## src/rtl/instr_encoder_pkg.sv

```systemverilog
// Shared encoding definitions for the instruction encoder/loader:
// opcodes, request kinds, instruction field positions and immediate limits.
package instr_encoder_pkg;

   typedef enum logic [3:0] {
      KIND_R    = 4'd0,
      KIND_LW   = 4'd1,
      KIND_SW   = 4'd2,
      KIND_J    = 4'd3,
      KIND_BEQ  = 4'd4,
      KIND_BNE  = 4'd5,
      KIND_ADDI = 4'd6,
      KIND_JAL  = 4'd7,
      KIND_JR   = 4'd8
   } kind_e;

   localparam logic [7:0] OP_R    = 8'h18;
   localparam logic [7:0] OP_LW   = 8'h19;
   localparam logic [7:0] OP_SW   = 8'h1A;
   localparam logic [7:0] OP_J    = 8'h1B;
   localparam logic [7:0] OP_BEQ  = 8'h1C;
   localparam logic [7:0] OP_BNE  = 8'h1D;
   localparam logic [7:0] OP_ADDI = 8'h1E;
   localparam logic [7:0] OP_JAL  = 8'h03;
   localparam logic [7:0] OP_JR   = 8'h00;
   localparam logic [3:0] FUNCT_JR = 4'b1000;

   localparam int OP_MSB     = 31;
   localparam int OP_LSB     = 24;
   localparam int RS_MSB     = 23;
   localparam int RS_LSB     = 19;
   localparam int RT_MSB     = 18;
   localparam int RT_LSB     = 14;
   localparam int RD_MSB     = 13;
   localparam int RD_LSB     = 9;
   localparam int FUNCT_MSB  = 3;
   localparam int IMM_MSB    = 13;
   localparam int TARGET_MSB = 23;

   localparam logic signed [15:0] IMM_MIN = -16'sd8192;
   localparam logic signed [15:0] IMM_MAX = 16'sd8191;

endpackage

```

## src/rtl/instr_fifo.sv

```systemverilog
// Synchronous FIFO holding encoded instruction words; flush empties it while
// still allowing a same-cycle push to land as the first entry.
module instr_fifo #(
   parameter int DEPTH = 4,
   parameter int WIDTH = 32
) (
   input  logic             clk,
   input  logic             rst_n,
   input  logic             flush,
   input  logic             push,
   input  logic             pop,
   input  logic [WIDTH-1:0] din,
   output logic [WIDTH-1:0] head,
   output logic             full,
   output logic             empty
);

   localparam int AW = $clog2(DEPTH);

   logic [WIDTH-1:0] mem [DEPTH];
   logic [AW-1:0]    rd_ptr;
   logic [AW-1:0]    wr_ptr;
   logic [AW:0]      used;
   logic             do_push;
   logic             do_pop;

   assign full    = (used == (AW+1)'(DEPTH));
   assign empty   = (used == '0);
   assign head    = mem[rd_ptr];
   assign do_push = push && !full;
   assign do_pop  = pop && !empty;

   always_ff @(posedge clk or negedge rst_n) begin
      if (!rst_n) begin
         rd_ptr <= '0;
         wr_ptr <= '0;
         used   <= '0;
      end else if (flush) begin
         rd_ptr <= '0;
         wr_ptr <= AW'(push);
         used   <= (AW+1)'(push);
      end else begin
         if (do_push) wr_ptr <= wr_ptr + AW'(1);
         if (do_pop)  rd_ptr <= rd_ptr + AW'(1);
         case ({do_push, do_pop})
            2'b10:   used <= used + (AW+1)'(1);
            2'b01:   used <= used - (AW+1)'(1);
            default: used <= used;
         endcase
      end
   end

   // Storage needs no reset: entries are only observed while counted in used.
   always_ff @(posedge clk) begin
      if (flush && push)
         mem[0] <= din;
      else if (!flush && do_push)
         mem[wr_ptr] <= din;
   end

endmodule

```

## src/rtl/instr_encoder.sv

```systemverilog
// Packs symbolic instruction requests into 32-bit words, buffers them and
// streams them into instruction memory at consecutive addresses.
module instr_encoder
   import instr_encoder_pkg::*;
#(
   parameter int ADDR_W = 10,
   parameter int DEPTH  = 4
) (
   input  logic              clk,
   input  logic              rst_n,
   input  logic              start,
   input  logic [ADDR_W-1:0] base_addr,
   input  logic              req_valid,
   output logic              req_ready,
   input  logic [3:0]        req_kind,
   input  logic [4:0]        req_rs,
   input  logic [4:0]        req_rt,
   input  logic [4:0]        req_rd,
   input  logic [3:0]        req_funct,
   input  logic [15:0]       req_imm,
   input  logic [23:0]       req_target,
   output logic              wr_en,
   output logic [ADDR_W-1:0] wr_addr,
   output logic [31:0]       wr_data,
   input  logic              wr_ready,
   output logic              busy,
   output logic [15:0]       count,
   output logic              err,
   input  logic              err_clr
);

   logic [31:0] enc_word;
   logic        enc_legal;
   logic        imm_ok;
   logic        accept;
   logic        push;
   logic        pop;
   logic        fifo_full;
   logic        fifo_empty;
   logic [31:0] fifo_head;

   assign imm_ok = ($signed(req_imm) >= IMM_MIN) && ($signed(req_imm) <= IMM_MAX);

   always_comb begin
      enc_word  = '0;
      enc_legal = 1'b1;
      case (kind_e'(req_kind))
         KIND_R: begin
            enc_word[OP_MSB:OP_LSB]  = OP_R;
            enc_word[RS_MSB:RS_LSB]  = req_rs;
            enc_word[RT_MSB:RT_LSB]  = req_rt;
            enc_word[RD_MSB:RD_LSB]  = req_rd;
            enc_word[FUNCT_MSB:0]    = req_funct;
         end
         KIND_LW, KIND_SW, KIND_BEQ, KIND_BNE, KIND_ADDI: begin
            case (kind_e'(req_kind))
               KIND_LW:  enc_word[OP_MSB:OP_LSB] = OP_LW;
               KIND_SW:  enc_word[OP_MSB:OP_LSB] = OP_SW;
               KIND_BEQ: enc_word[OP_MSB:OP_LSB] = OP_BEQ;
               KIND_BNE: enc_word[OP_MSB:OP_LSB] = OP_BNE;
               default:  enc_word[OP_MSB:OP_LSB] = OP_ADDI;
            endcase
            enc_word[RS_MSB:RS_LSB] = req_rs;
            enc_word[RT_MSB:RT_LSB] = req_rt;
            enc_word[IMM_MSB:0]     = req_imm[IMM_MSB:0];
            enc_legal               = imm_ok;
         end
         KIND_J: begin
            enc_word[OP_MSB:OP_LSB] = OP_J;
            enc_word[TARGET_MSB:0]  = req_target;
         end
         KIND_JAL: begin
            enc_word[OP_MSB:OP_LSB] = OP_JAL;
            enc_word[TARGET_MSB:0]  = req_target;
         end
         KIND_JR: begin
            enc_word[OP_MSB:OP_LSB] = OP_JR;
            enc_word[RS_MSB:RS_LSB] = req_rs;
            enc_word[FUNCT_MSB:0]   = FUNCT_JR;
         end
         default: enc_legal = 1'b0;
      endcase
   end

   // A write handshake coinciding with start is swallowed by the flush.
   assign req_ready = !fifo_full;
   assign accept    = req_valid && req_ready;
   assign push      = accept && enc_legal;
   assign pop       = wr_en && wr_ready && !start;
   assign wr_en     = !fifo_empty;
   assign busy      = !fifo_empty;
   assign wr_data   = fifo_empty ? 32'h0 : fifo_head;

   instr_fifo #(
      .DEPTH(DEPTH),
      .WIDTH(32)
   ) u_fifo (
      .clk   (clk),
      .rst_n (rst_n),
      .flush (start),
      .push  (push),
      .pop   (pop),
      .din   (enc_word),
      .head  (fifo_head),
      .full  (fifo_full),
      .empty (fifo_empty)
   );

   always_ff @(posedge clk or negedge rst_n) begin
      if (!rst_n) begin
         wr_addr <= '0;
         count   <= '0;
      end else if (start) begin
         wr_addr <= base_addr;
         count   <= '0;
      end else if (pop) begin
         wr_addr <= wr_addr + ADDR_W'(1);
         if (count != 16'hFFFF) count <= count + 16'd1;
      end
   end

   always_ff @(posedge clk or negedge rst_n) begin
      if (!rst_n)
         err <= 1'b0;
      else if (accept && !enc_legal)
         err <= 1'b1;
      else if (err_clr)
         err <= 1'b0;
   end

endmodule

```

## config.mk

```make
export PLATFORM = sky130hd
export DESIGN_NAME = instr_encoder
export DESIGN_NICKNAME = d
export VERILOG_FILES = /design/src/rtl/instr_encoder_pkg.sv /design/src/rtl/instr_fifo.sv /design/src/rtl/instr_encoder.sv
export SDC_FILE = /design/constraint.sdc
export NUM_CORES = 1
export LEC_CHECK = 0
export ABC_AREA = 1
export CAP_MARGIN = 15
export CELL_PAD_IN_SITES_DETAIL_PLACEMENT = 0
export CELL_PAD_IN_SITES_GLOBAL_PLACEMENT = 1
export CORE_AREA = 2 2 159 130
export CTS_CLUSTER_SIZE = 16
export DETAILED_ROUTE_END_ITERATION = 7
export DIE_AREA = 0 0 161 132
export GPL_ROUTABILITY_DRIVEN = 0
export PLACE_DENSITY = 0.77
export SETUP_SLACK_MARGIN = 0.15
export SLEW_MARGIN = 20
export SYNTH_ARGS = -nofsm -noshare
export SYNTH_HDL_FRONTEND = slang
export SYNTH_SLANG_ARGS = --single-unit
```

## constraint.sdc

```tcl
create_clock -name clk -period 3.9 [get_ports clk]
set_input_delay 0.975 -clock clk [delete_from_list [all_inputs] [get_ports clk]]
set_output_delay 0.975 -clock clk [all_outputs]
set_load 0.01 [all_outputs]
```

==> results.sh <==
export IMPL_synthTopCellsByCount="nor2_1, edfxtp_1, nand2_1"
export IMPL_min_path_type="flip-flop to flip-flop"
export IMPL_cts_buffers=17
export IMPL_timing_final_crit_share_pct=90.5
export IMPL_height_of_the_die_um=132
export IMPL_first_iter_violations=367
export IMPL_multi_input_comb_area_um2=2300
export IMPL_switchingPower_mw=1.26
export IMPL_yosys_warnings=0
export IMPL_flow_area_growth_from_synthesis_pct=34.4
export IMPL_synth_ff_latch_count=146
export IMPL_grt_overflow_total=0
export IMPL_maxCapViolCount=0
export IMPL_portBuffers=137
export IMPL_crit_start="u_fifo.rd_ptr[0]$_DFFE_PN0P_"
export IMPL_synth_edff_count=112
export IMPL_finalInstanceArea_um2=9140
export IMPL_worst_setup_path_end_kind="primary output"
export IMPL_maximum_number_of_pins_on_one_net_before_global_route_repair=58
export IMPL_yosys_area_top_type="edfxtp_1"
export IMPL_worst_slew_margin_rel_pct=52.5
export IMPL_max_clock_path_buffers=2
export IMPL_max_h_tree_level=4
export IMPL_finalWirelength_um=17600
export IMPL_arrival_ps=2550
export IMPL_cellLeakagePower_nw=3.45
export IMPL_nFillCells=1829
export IMPL_netSwitchingFraction_pct=28.2
export IMPL_wl_per_cell_um=15.8
export IMPL_tritoncts="built"
export IMPL_tightest_slew_ps=710
export IMPL_detail_route_drc_violations=0
export IMPL_syn_inst=696
export IMPL_worst_setup_path_endpoint="wr_data[3]"
export IMPL_grt_first_pass_wirelength_um=28200
export IMPL_dpl_cell_area_um2=8520
export IMPL_finalWorstPathRequiredPeriod_ps=3530
export IMPL_cts_repair_timing_setup_buffer_count=0
export IMPL_clock_tree_root_cell="clkbuf_16"
export IMPL_clockPowerShare_pct=36.9
export IMPL_crit_required_ps=2920
export IMPL_sequential_to_total_area_share_from_yosys_stat_pct=62.0
export IMPL_clock_latency_ps=420
export IMPL_rsz0062_at_grt="no"
export IMPL_regArea_um2=4220
export IMPL_grt_util_all_layers_pct=17.3
export IMPL_design_portCount=141
export IMPL_route_vias_total=5274
export IMPL_drive_above_1_share_pct=9.38
export IMPL_critPathLaunchType="flip-flop"
export IMPL_detail_route_antenna_nets=0
export IMPL_core_area_um2=19600
export IMPL_power_density_over_the_cells_nw_per_um2=490
export IMPL_yosys_cell_count_top_type="nor2_1"
export IMPL_number_of_global_route_vias_before_repair=5039
export IMPL_drt_pre_antenna_iters=5
export IMPL_seqPwrFrac_pct=40.6
export IMPL_totalNegativeSetupSlack_ps=0
export IMPL_floorplan_rows=46
export IMPL_cts_clk_slew_worst_paths_ps=60
export IMPL_place_hpwl_um=12000
export IMPL_ff2ff_setup_slack_ps=1480
export IMPL_comb_power_share_pct=22.5
export IMPL_p_int_mw=3.21
export IMPL_synth_area_leaders="edfxtp_1, dfrtp_1, nor2_1, o21ai_0, nand2_1"
export IMPL_reg2regPathDepth=10
export IMPL_net_total_in_the_final_layout=922
export IMPL_preCtsSetupSlack_ps=494
export IMPL_hold_violations=0
export IMPL_synth_cell_type_count=40
export IMPL_synth_largest_type_area_fraction_pct=49.5
export IMPL_reg2reg_from="count[0]$_DFFE_PN0P_"
export IMPL_timing_rr_end="count[3]$_DFFE_PN0P_"
export IMPL_timing_critical_path_fanout_max=57
export IMPL_ys_async_sr_fraction_pct=23.3
export IMPL_outcome="complete, no violations"
export IMPL_post_synth_cell_area_avg_um2=9.77
export IMPL_die_x_um=161
export IMPL_fin_worst_skew_ps=8.25
export IMPL_final_setup_fails=0
export IMPL_max_clk_rate_ghz=0.283
export IMPL_worstSetupPathType="flip-flop to primary output"
export IMPL_diode_count=0
export IMPL_synth_main_ff_cell="edfxtp_1"
export IMPL_fp_dieArea_um2=21300
export IMPL_final_critical_path_setup_slack_ps=372
export IMPL_mappedNetlistArea_um2=6800
export IMPL_tritoncts_num_sinks=146
export IMPL_drv_slew=0
export IMPL_start_util_pct=34.7
export IMPL_viasPerCell=4.72
export IMPL_initial_antenna_violation_count=0
export IMPL_irDropWorstVdd_v=0.000260
[metal layers]
layer | global-route usage, % | vias up | part of all wire, %
met2 | 26.1 | 124 | 45
met5 | 0 | - | 0
met3 | 3.68 | 15 | 4.5
met4 | 5.31 | 0 | 1.1
li1 | - | 2676 | -
met1 | 25.2 | 2459 | 50
[worst max-delay path, stage by stage, from the launching register on]
cell and delay, ps:
dfrtp_2 540, inv_1 90, buf_4 440, o21ai_0 190, a21oi_1 270, clkdlybuf4s50_1 590
[metrics by stage]
stage / cells / hold slack (ps) / total power [mW] / utilization (%)
floorplan: 698 / 460 / 2.33 / -
global placement: 1085 / 501 / 2.86 / 43.6
detailed placement: 1085 / 505 / 2.86 / 43.6
CTS: 1117 / 514 / 4.53 / 46.7
global route: 1117 / 557 / 4.70 / 46.7
finish: 1117 / 514 / 4.47 / 46.7
[repair_timing]
action                                  4_1_cts  5_1_grt
endpoints found under the hold margin         0        0
gates resized for setup                       0        1
endpoints found under the setup margin        0        7
hold buffers                                  0        0
[state kept, by name, indices dropped and copies added (netlist names)]
signal and flops:
count 16, u_fifo.wr_ptr 2, u_fifo.mem 112, u_fifo.rd_ptr 2
u_fifo.used 3, err 1, wr_addr 10
[layout make-up]
type	count	area share, %
clock buffers	17	4.66
inverters	43	1.77
flip-flops and latches	146	46.1
well taps	264	3.62
multi-input cells	476	25.2
clock inverters	15	2.00
repair buffers	156	16.6
[layout by cell type, fill, tap and decap left out, types with 2 or more instances in the layout]
cell type,instances
bufinv_16,3
clkdlybuf4s50_1,137
edfxtp_1,112
a32o_1,5
xor2_1,7
o22ai_1,2
conb_1,3
buf_4,18
nand2_2,5
xnor2_1,2
o21ai_2,6
nand4_1,6
o21ai_0,79
o211ai_1,4
clkinvlp_4,3
nor2_1,145
clkinv_2,3
nor3_1,5
inv_2,5
a22o_1,6
inv_1,37
a31oi_1,2
a21oi_1,42
nand3_1,32
inv_6,3
clkbuf_16,17
ha_1,2
dfrtp_1,33
a31o_2,3
nand2_1,104
clkinv_4,2
nor2_2,4
o21ai_1,2
[cell families (layout without fill, tap and decap cells)]
kind of cell             after synthesis  in the layout  synth area share, %
AND/OR/NAND/NOR                      306            306                 18.3
other                                  1              3               0.0552
AO/OA/AOI/OAI                        155            155                 13.1
buffers and inverters                 76            231                 4.71
adder cells (fa/ha/maj)                3              3                0.663
XOR/XNOR                               9              9                 1.16
flip-flops                           146            146                 62.0
[power groups by stage]
stage,clock network [mW],registers (mW),logic [mW]
global placement,0,1.85,1.01
CTS,1.69,1.82,1.02
finish,1.65,1.82,1.00
global route,1.76,1.83,1.11
floorplan,0,1.83,0.504
detailed placement,0,1.85,1.02
[worst min path at each step]
stage | endpoint | from | cells past startpoint
finish | u_fifo.wr_ptr[1]$_DFFE_PN0P_ | u_fifo.wr_ptr[1]$_DFFE_PN0P_ | 1
floorplan | u_fifo.wr_ptr[1]$_DFFE_PN0P_ | u_fifo.wr_ptr[1]$_DFFE_PN0P_ | 1
global placement | u_fifo.wr_ptr[1]$_DFFE_PN0P_ | u_fifo.wr_ptr[1]$_DFFE_PN0P_ | 1
CTS | u_fifo.wr_ptr[1]$_DFFE_PN0P_ | u_fifo.wr_ptr[1]$_DFFE_PN0P_ | 1
detailed placement | u_fifo.wr_ptr[1]$_DFFE_PN0P_ | u_fifo.wr_ptr[1]$_DFFE_PN0P_ | 1
global route | u_fifo.wr_ptr[1]$_DFFE_PN0P_ | u_fifo.wr_ptr[1]$_DFFE_PN0P_ | 1
Note: power is estimated with default switching activity, not from simulation.
